===== config.mk =====
export PLATFORM = sky130hd
export DESIGN_NAME = alu_share_ctrl
export DESIGN_NICKNAME = d
export VERILOG_FILES = /design/src/rtl/alu_share_ctrl.sv
export SDC_FILE = /design/constraint.sdc
export NUM_CORES = 1
export LEC_CHECK = 0
export ABC_AREA = 1
export BUFFER_PORTS_ARGS = -buffer_cell sky130_fd_sc_hd__buf_4
export CAP_MARGIN = 40
export CORE_AREA = 2 2 121 123
export CTS_CLUSTER_SIZE = 40
export DETAILED_ROUTE_END_ITERATION = 16
export DIE_AREA = 0 0 123 125
export PLACE_DENSITY_LB_ADDON = 0.1
export SLEW_MARGIN = 20
export SYNTH_ARGS = -nofsm -noshare
export SYNTH_HDL_FRONTEND = slang
export SYNTH_SLANG_ARGS = --single-unit

===== constraint.sdc =====
create_clock -name clk -period 4.63 [get_ports clk]
set_input_delay 0.6945 -clock clk [delete_from_list [all_inputs] [get_ports clk]]
set_output_delay 0.6945 -clock clk [all_outputs]
set_load 0.01 [all_outputs]

===== src/rtl/alu_share_ctrl.sv =====
// alu_share_ctrl: round-robin sequencer sharing one combinational ALU between two requesters
module alu_share_ctrl #(
    parameter int DATA_W = 32,
    parameter int SEL_W  = 4
) (
    input  logic              clk,
    input  logic              rst,
    input  logic              req0_valid,
    output logic              req0_ready,
    input  logic [SEL_W-1:0]  req0_sel,
    input  logic [DATA_W-1:0] req0_a,
    input  logic [DATA_W-1:0] req0_b,
    input  logic              req1_valid,
    output logic              req1_ready,
    input  logic [SEL_W-1:0]  req1_sel,
    input  logic [DATA_W-1:0] req1_a,
    input  logic [DATA_W-1:0] req1_b,
    output logic              rsp0_valid,
    input  logic              rsp0_ready,
    output logic [DATA_W-1:0] rsp0_c,
    output logic              rsp0_z,
    output logic              rsp1_valid,
    input  logic              rsp1_ready,
    output logic [DATA_W-1:0] rsp1_c,
    output logic              rsp1_z,
    output logic [SEL_W-1:0]  alu_sel,
    output logic [DATA_W-1:0] alu_a,
    output logic [DATA_W-1:0] alu_b,
    input  logic [DATA_W-1:0] alu_c,
    input  logic              alu_z,
    output logic              busy
);
    typedef enum logic [1:0] {IDLE, EXEC, RESP} state_t;
    state_t state_q, state_d;
    logic ptr_q, ptr_d, owner_q, owner_d, z_q, z_d;
    logic [SEL_W-1:0] sel_q, sel_d;
    logic [DATA_W-1:0] a_q, a_d, b_q, b_d, c_q, c_d;
    logic grant1, accept, rsp_hs;
    // requester 1 wins when it is alone or when the pointer names it
    assign grant1 = req1_valid & (~req0_valid | ptr_q);
    assign accept = req0_ready | req1_ready;
    assign rsp_hs = (rsp0_valid & rsp0_ready) | (rsp1_valid & rsp1_ready);
    always_ff @(posedge clk or posedge rst) begin
        if (rst) begin
            state_q <= IDLE;
            ptr_q   <= 1'b0;
            owner_q <= 1'b0;
            sel_q   <= '0;
            a_q     <= '0;
            b_q     <= '0;
            c_q     <= '0;
            z_q     <= 1'b0;
        end else begin
            state_q <= state_d;
            ptr_q   <= ptr_d;
            owner_q <= owner_d;
            sel_q   <= sel_d;
            a_q     <= a_d;
            b_q     <= b_d;
            c_q     <= c_d;
            z_q     <= z_d;
        end
    end
    always_comb begin
        state_d = state_q;
        if (state_q == IDLE && accept)     state_d = EXEC;
        else if (state_q == EXEC)          state_d = RESP;
        else if (state_q == RESP && rsp_hs) state_d = IDLE;
    end
    always_comb begin
        req0_ready = (state_q == IDLE) & req0_valid & ~grant1;
        req1_ready = (state_q == IDLE) & grant1;
        rsp0_valid = (state_q == RESP) & ~owner_q;
        rsp1_valid = (state_q == RESP) & owner_q;
        busy       = state_q != IDLE;
    end
    always_comb begin
        ptr_d   = accept ? ~grant1 : ptr_q;
        owner_d = accept ? grant1 : owner_q;
        sel_d   = accept ? (grant1 ? req1_sel : req0_sel) : sel_q;
        a_d     = accept ? (grant1 ? req1_a : req0_a) : a_q;
        b_d     = accept ? (grant1 ? req1_b : req0_b) : b_q;
        c_d     = (state_q == EXEC) ? alu_c : c_q;
        z_d     = (state_q == EXEC) ? alu_z : z_q;
    end
    assign alu_sel = sel_q;
    assign alu_a   = a_q;
    assign alu_b   = b_q;
    assign rsp0_c  = c_q;
    assign rsp0_z  = z_q;
    assign rsp1_c  = c_q;
    assign rsp1_z  = z_q;
endmodule


==> results of run 1 <==
==> Yosys cell counts (all sizes together) <==
cell type	count
buf	67
dfrtp	105
inv	9
nor3	2
a21oi	1
nand4	1
nand3	170
clkbuf	19
o211ai	1
nor2	2
o21ai	2
nand2	345
==> logic make-up (layout without fill, tap and decap cells) <==
family          Yosys count  after routing  synth area share
buf+inv                  95            346            0.0982
flops                   105            105             0.489
compound gates            4              4           0.00419
simple gates            520            520             0.409
==> sequential cells by signal, summed over array words and instances, names as in the netlist <==
register / cells
rsp0_z: 1
alu_b: 32
alu_sel: 4
rsp0_c: 32
owner_q: 1
ptr_q: 1
alu_a: 32
state_q: 2
==> stage by stage <==
stage                     worst slack, ns  area, sq um   util  hold slack, ns  total power [mW]
after floorplan                      1.17         5380      -           0.464              1.02
after global placement               1.66         7520  0.529           0.480              1.15
after detailed placement             1.66         7550  0.531           0.484              1.16
after CTS                            1.66         7860  0.553           0.397              1.96
after global routing                 1.54         7860  0.553           0.432              2.01
final                                1.69         7860  0.553           0.389              1.94
==> layer usage <==
layer  track usage  vias to the layer above
met2         0.391                      209
met3        0.0520                       28
met5             0                        -
met4        0.0809                        0
met1         0.281                     2633
li1              -                     2768
==> path summary, 6_finish.rpt <==
path                             from  cells past startpoint  slack (ns)    endpoint
setup / recovery           req0_valid                      6        1.69  req1_ready
hold / removal                    rst                      2        0.39   alu_a[11]
setup reg to reg                ptr_q                      7        2.38    alu_b[3]
hold reg to reg             rsp0_c[5]                      2        0.50   rsp0_c[5]
max in group asynchronous         rst                      4        3.24   alu_b[17]
min in group clk            rsp0_c[5]                      2        0.50   rsp0_c[5]
==> final cells by class <==
type	instances	area, sq um
fillers	1444	6350
flip-flops and latches	105	2630
repair buffers	321	2420
multi-input cells	524	2230
clock buffers	14	274
well taps	184	230
inverters	9	36.3
clock inverters	2	35.0
==> where the power goes <==
part	switching, mW	internal [mW]	total [mW]
Combinational	0.0985	0.120	0.218
Sequential	0	0.917	0.917
Clock	0.339	0.464	0.803
Total	0.438	1.50	1.94
==> critical path: stages <==
cell     delay (ns)
buf_4          0.10
nand2_2        0.33
nand3_4        0.17
buf_4          0.62
inv_1          0.11
buf_4          0.17
==> out/results.tsv, run 1 <==
stage	metric	value	unit
timing	fin. max-slew vios	0	
clock_tree	TritonCTS clock tree	done	
synth	library cells used by synthesis	19	
drt	Routed WL	17800	um
timing	final cycle utilization of the critical path	0.636	
cells_and_area	commonest non-fill, non-tap cell in the layout	nand2_1	
worst_setup_path	critical path startpoint category	input pin	
global_routing	largest net degree at the start of global routing	73	
job	max_cap viols	0	
cells_and_area	ant diodes	0	
floorplan	die height	125	um
synth	Syn. warnings	0	
timing	clock skew	0.00747	ns
clock_tree	total CTS buffers	9	
floorplan	Die X	123	um
worst_setup_path	CP max FO	72	
power_and_ir_drop	Lkg Pwr	4.51	nW
hold_path	HP Class	input pin to async pin	
synth	post-synthesis cell count	724	
global_routing	first-pass GRT wire length	27800	um
clock_tree	clock latency on the worst-skew pair	0.35	ns
worst_setup_path	CP arrival	2.25	ns
cells_and_area	Nets	1145	
timing	final hold vios	0	
clock_tree	deepest clock path buffer count	2	
clock_tree	CTS Hold Bufs	0	
clock_tree	Post-CTS Setup Inserts	0	
synth	post-synth top area share	0.489	
clock_tree	Reg clk slew, reported paths	0.07	ns
floorplan	die area	15400	sq um
synth	Seq/Total Area, Yosys	0.489	
worst_setup_path	CP required	3.94	ns
synth	syn nets	899	
cells_and_area	share of cells above drive strength 1	0.353	
synth	register bit total from synthesis	105	
drt	met2 WL	8880	um
global_routing	Overall Global Routing Usage	0.229	
clock_tree	Max H-tree Level	3	
power_and_ir_drop	Peak VDD IR	153	uV
drt	Detailed Route Iter0 Violations	347	
timing	f_max	0.340	GHz
timing	crit path time final	2.94	ns
global_routing	vias in the first global route	5274	
clock_tree	Post-CTS Resized	0	
drt	wire length on met3	1360	um
placed_design	number of port buffers	313	
clock_tree	CTS sink count	105	
floorplan	core area	14200	sq um
timing	setup TNS after final layout	0	ns
drt	M1 wire length	7160	um
timing	Rel. slew slack	0.476	
placed_design	GP Congestion	0.782	
timing	Worst-Margin Slew	0.786	ns
drt	DR WL/cell	15.4	um
worst_setup_path	Worst Setup End Kind	output port	
timing	RSZ-0062 raised after global routing	no	
clock_tree	clock root buffer	clkbuf_16	
floorplan	Boundary Pins	314	
cells_and_area	most frequent cells in the layout	340 x nand2_1, 320 x buf_4, 169 x nand3_1	
drt	DR vias	5638	
drt	Max Used Layer	met4	
run_status	status	finished clean	
global_routing	initial antenna violation count	0	
placed_design	hpwl dp	12400	um
synth	Mapped Area	5380	sq um
drt	ANT nets after route	0	
floorplan	row count	44	
placed_design	placed cell count	1143	
synth	top post-synthesis cells by area	dfrtp_1 49%, nand2_1 24%, nand3_1 16%	
cells_and_area	Final Non-Filler Cells	1159	
synth	Mean Syn Cell Area	7.42	sq um
drt	Detailed Routing Iterations Pass 1	4	
floorplan	Starting Density	0.378	
drt	via/cell ratio	4.86	
timing	setup violators final	0	
worst_setup_path	WS Path Type	input pin to output port	
synth	Yosys top cell by area	dfrtp_1	
cells_and_area	area delta synth->final	46.1	%
global_routing	GRT overflow	0	
drt	drt drc	0	
power_and_ir_drop	Power Dens Cells	247	nW/um^2
Power figures use the tool's default switching activity.
==> run 2: changes to the inputs <==
==> constraint.sdc (replaced) <==
create_clock -name clk -period 3 [get_ports clk]
set_input_delay 0.45 -clock clk [delete_from_list [all_inputs] [get_ports clk]]
set_output_delay 0.45 -clock clk [all_outputs]
set_load 0.01 [all_outputs]
==> out/results.tsv, run 2 (synthesis gave the netlist of run 1 again) <==
stage	metric	value	unit	change
run_status	status	finished clean		unchanged
global_routing	largest net degree at the start of global routing	58		was 73
cells_and_area	ant diodes	0		unchanged
clock_tree	deepest clock path buffer count	2		unchanged
floorplan	row count	44		unchanged
power_and_ir_drop	Lkg Pwr	4.53	nW	was 4.51 nW
timing	final hold vios	0		unchanged
floorplan	Boundary Pins	314		unchanged
power_and_ir_drop	Peak VDD IR	219	uV	was 153 uV
cells_and_area	design area	7910	sq um	was 7860 sq um
global_routing	first-pass GRT wire length	27100	um	was 27800 um
drt	ANT nets after route	0		unchanged
worst_setup_path	CP peak stage delay	0.42	ns	was 0.62 ns
global_routing	global route hottest layer	met2		unchanged
timing	setup TNS after final layout	0	ns	unchanged
worst_setup_path	CP Cell Sequence	nor2_4 > nand2_2 > buf_4 > a21oi_1 > buf_4		was buf_4 > nand2_2 > nand3_4 > buf_4 > inv_1 > buf_4
power_and_ir_drop	Pwr Total	2.98	mW	was 1.94 mW
timing	clock skew	0.00669	ns	was 0.00747 ns
global_routing	met1 usage in global routing	0.279		was 0.281
worst_setup_path	crit-path most repeated cell	buf_4		unchanged
placed_design	Placed Area	7600	sq um	was 7550 sq um
clock_tree	clock latency on the worst-skew pair	0.34	ns	was 0.35 ns
worst_setup_path	worst r2r path cells	8		was 7
job	max_cap viols	0		unchanged
clock_tree	Post-CTS Resized	0		unchanged
power_and_ir_drop	sequential power share	0.476		was 0.473
clock_tree	CTS Hold Bufs	0		unchanged
worst_setup_path	CP required	2.55	ns	was 3.94 ns
floorplan	core area	14200	sq um	unchanged
floorplan	die height	125	um	unchanged
global_routing	Overall Global Routing Usage	0.225		was 0.229
floorplan	Starting Density	0.378		unchanged
drt	via/cell ratio	4.82		was 4.86
clock_tree	total CTS buffers	9		unchanged
worst_setup_path	CP max FO	32		was 72
clock_tree	Post-CTS Setup Inserts	0		unchanged
power_and_ir_drop	Clock power frac	0.410		was 0.414
power_and_ir_drop	internal power	2.32	mW	was 1.50 mW
global_routing	met3 Resource Use GR	0.0479		was 0.0520
clock_tree	CTS sink count	105		unchanged
timing	final cycle utilization of the critical path	0.688		
drt	DR WL/cell	15.1	um	was 15.4 um
clock_tree	Reg clk slew, reported paths	0.07	ns	about the same
cells_and_area	Nets	1150		was 1145
floorplan	Die X	123	um	unchanged
timing	Rel. slew slack	0.567		was 0.476
timing	crit path time final	2.06	ns	
cells_and_area	commonest non-fill, non-tap cell in the layout	nand2_1		unchanged
global_routing	initial antenna violation count	0		unchanged
timing	RSZ-0062 raised after global routing	no		unchanged
drt	Detailed Route Iter0 Violations	349		was 347
global_routing	vias in the first global route	5188		was 5274
cells_and_area	final core utilization	0.557		was 0.553
timing	setup violators final	0		unchanged
placed_design	number of port buffers	313		unchanged
drt	Detailed Routing Iterations Pass 1	4		unchanged
timing	Final WS setup	0.937	ns	was 1.69 ns
drt	DR vias	5612		was 5638
worst_setup_path	CP arrival	1.61	ns	was 2.25 ns
placed_design	pre-CTS setup slack	0.900	ns	was 1.66 ns
cells_and_area	footprint of the multi-input gates	2220	sq um	was 2230 sq um
power_and_ir_drop	Net Switching	0.658	mW	was 0.438 mW
clock_tree	TritonCTS clock tree	done		unchanged
cells_and_area	Final Non-Filler Cells	1164		was 1159
cells_and_area	area delta synth->final	47.2	%	was 46.1%
cells_and_area	share of cells above drive strength 1	0.355		was 0.353
drt	drt drc	0		unchanged
hold_path	HP Class	input pin to async pin		unchanged
drt	Routed WL	17600	um	was 17800 um
worst_setup_path	internal reg-to-reg setup slack	1.15	ns	was 2.38 ns
placed_design	GP Congestion	0.780		was 0.782
power_and_ir_drop	Combinational Power Share	0.114		was 0.113
power_and_ir_drop	Power Dens Cells	376	nW/um^2	was 247 nW/um^2
global_routing	GRT overflow	0		unchanged
placed_design	hpwl dp	12500	um	was 12400 um
worst_setup_path	Worst Setup End Kind	output port		unchanged
timing	hold_ws	0.186	ns	was 0.389 ns
timing	f_max	0.485	GHz	
cells_and_area	FF/Latch Area	2630	sq um	unchanged
cells_and_area	most frequent cells in the layout	341 x nand2_1, 323 x buf_4, 169 x nand3_1		was 340 x nand2_1, 320 x buf_4, 169 x nand3_1
floorplan	die area	15400	sq um	unchanged
worst_setup_path	Critical-path top delay cell	dfrtp_1		was buf_4
power_and_ir_drop	switching share of total power	0.221		was 0.226
placed_design	placed cell count	1148		was 1143
worst_setup_path	critical path startpoint category	flip-flop		was input pin
worst_setup_path	reg2reg end	alu_a[3]		was alu_b[3]
global_routing	GRT met2 Usage	0.379		was 0.391
clock_tree	Max H-tree Level	3		unchanged
cells_and_area	Filler cells	1454		was 1444
worst_setup_path	r2r startpoint	ptr_q		unchanged
worst_setup_path	WS Path Type	flip-flop to output port		was input pin to output port
timing	Worst-Margin Slew	0.647	ns	was 0.786 ns
clock_tree	clock root buffer	clkbuf_16		unchanged
timing	fin. max-slew vios	0		unchanged
-- run 2: cell count changes in the layout (fill, tap and decap cells not counted) --
cell / delta
nand2_4: -1
buf_12: +2
inv_4: -1
nand2_1: +1
clkinvlp_4: +1
buf_4: +3
-- run 2: power groups by stage --
| stage | clock network, mW | registers [mW] | logic (mW) |
|---|---|---|---|
| floorplan | 0 | 1.44 | 0.131 |
| global placement | 0 | 1.44 | 0.345 |
| detailed placement | 0 | 1.44 | 0.345 |
| CTS | 1.25 | 1.41 | 0.347 |
| global route | 1.31 | 1.41 | 0.379 |
| finish | 1.22 | 1.41 | 0.341 |
-- run 2: routing by layer --
| metal | vias up | share of wire |
|---|---|---|
| met4 | 0 | 0.029 |
| met3 | 32 | 0.077 |
| met1 | 2584 | 0.40 |
| met2 | 224 | 0.49 |
| li1 | 2772 | - |
| met5 | - | 0 |
-- run 2: cell type report --
cell class,count,area share
multi-input cells,524,0.281
flip-flops and latches,105,0.332
well taps,184,0.0291
clock inverters,2,0.00443
inverters,9,0.00474
repair buffers,326,0.314
clock buffers,14,0.0346
-- run 2: worst max-delay path, delay by kind of cell (launching register included) --
family | cells | cell delay, ns
DFF | 1 | 0.42
buffers and inverters | 2 | 0.40
and+or+nand+nor | 2 | 0.29
AOI/OAI and AO/OA | 1 | 0.15
-- run 2: worst max-delay path by stage --
stage	from	end	cells after the start
floorplan	rst	alu_a[0]	1
global placement	req0_valid	alu_a[3]	8
detailed placement	req0_valid	alu_a[3]	8
CTS	state_q[1]	req0_ready	5
global route	ptr_q	req1_ready	5
finish	state_q[1]	req0_ready	5
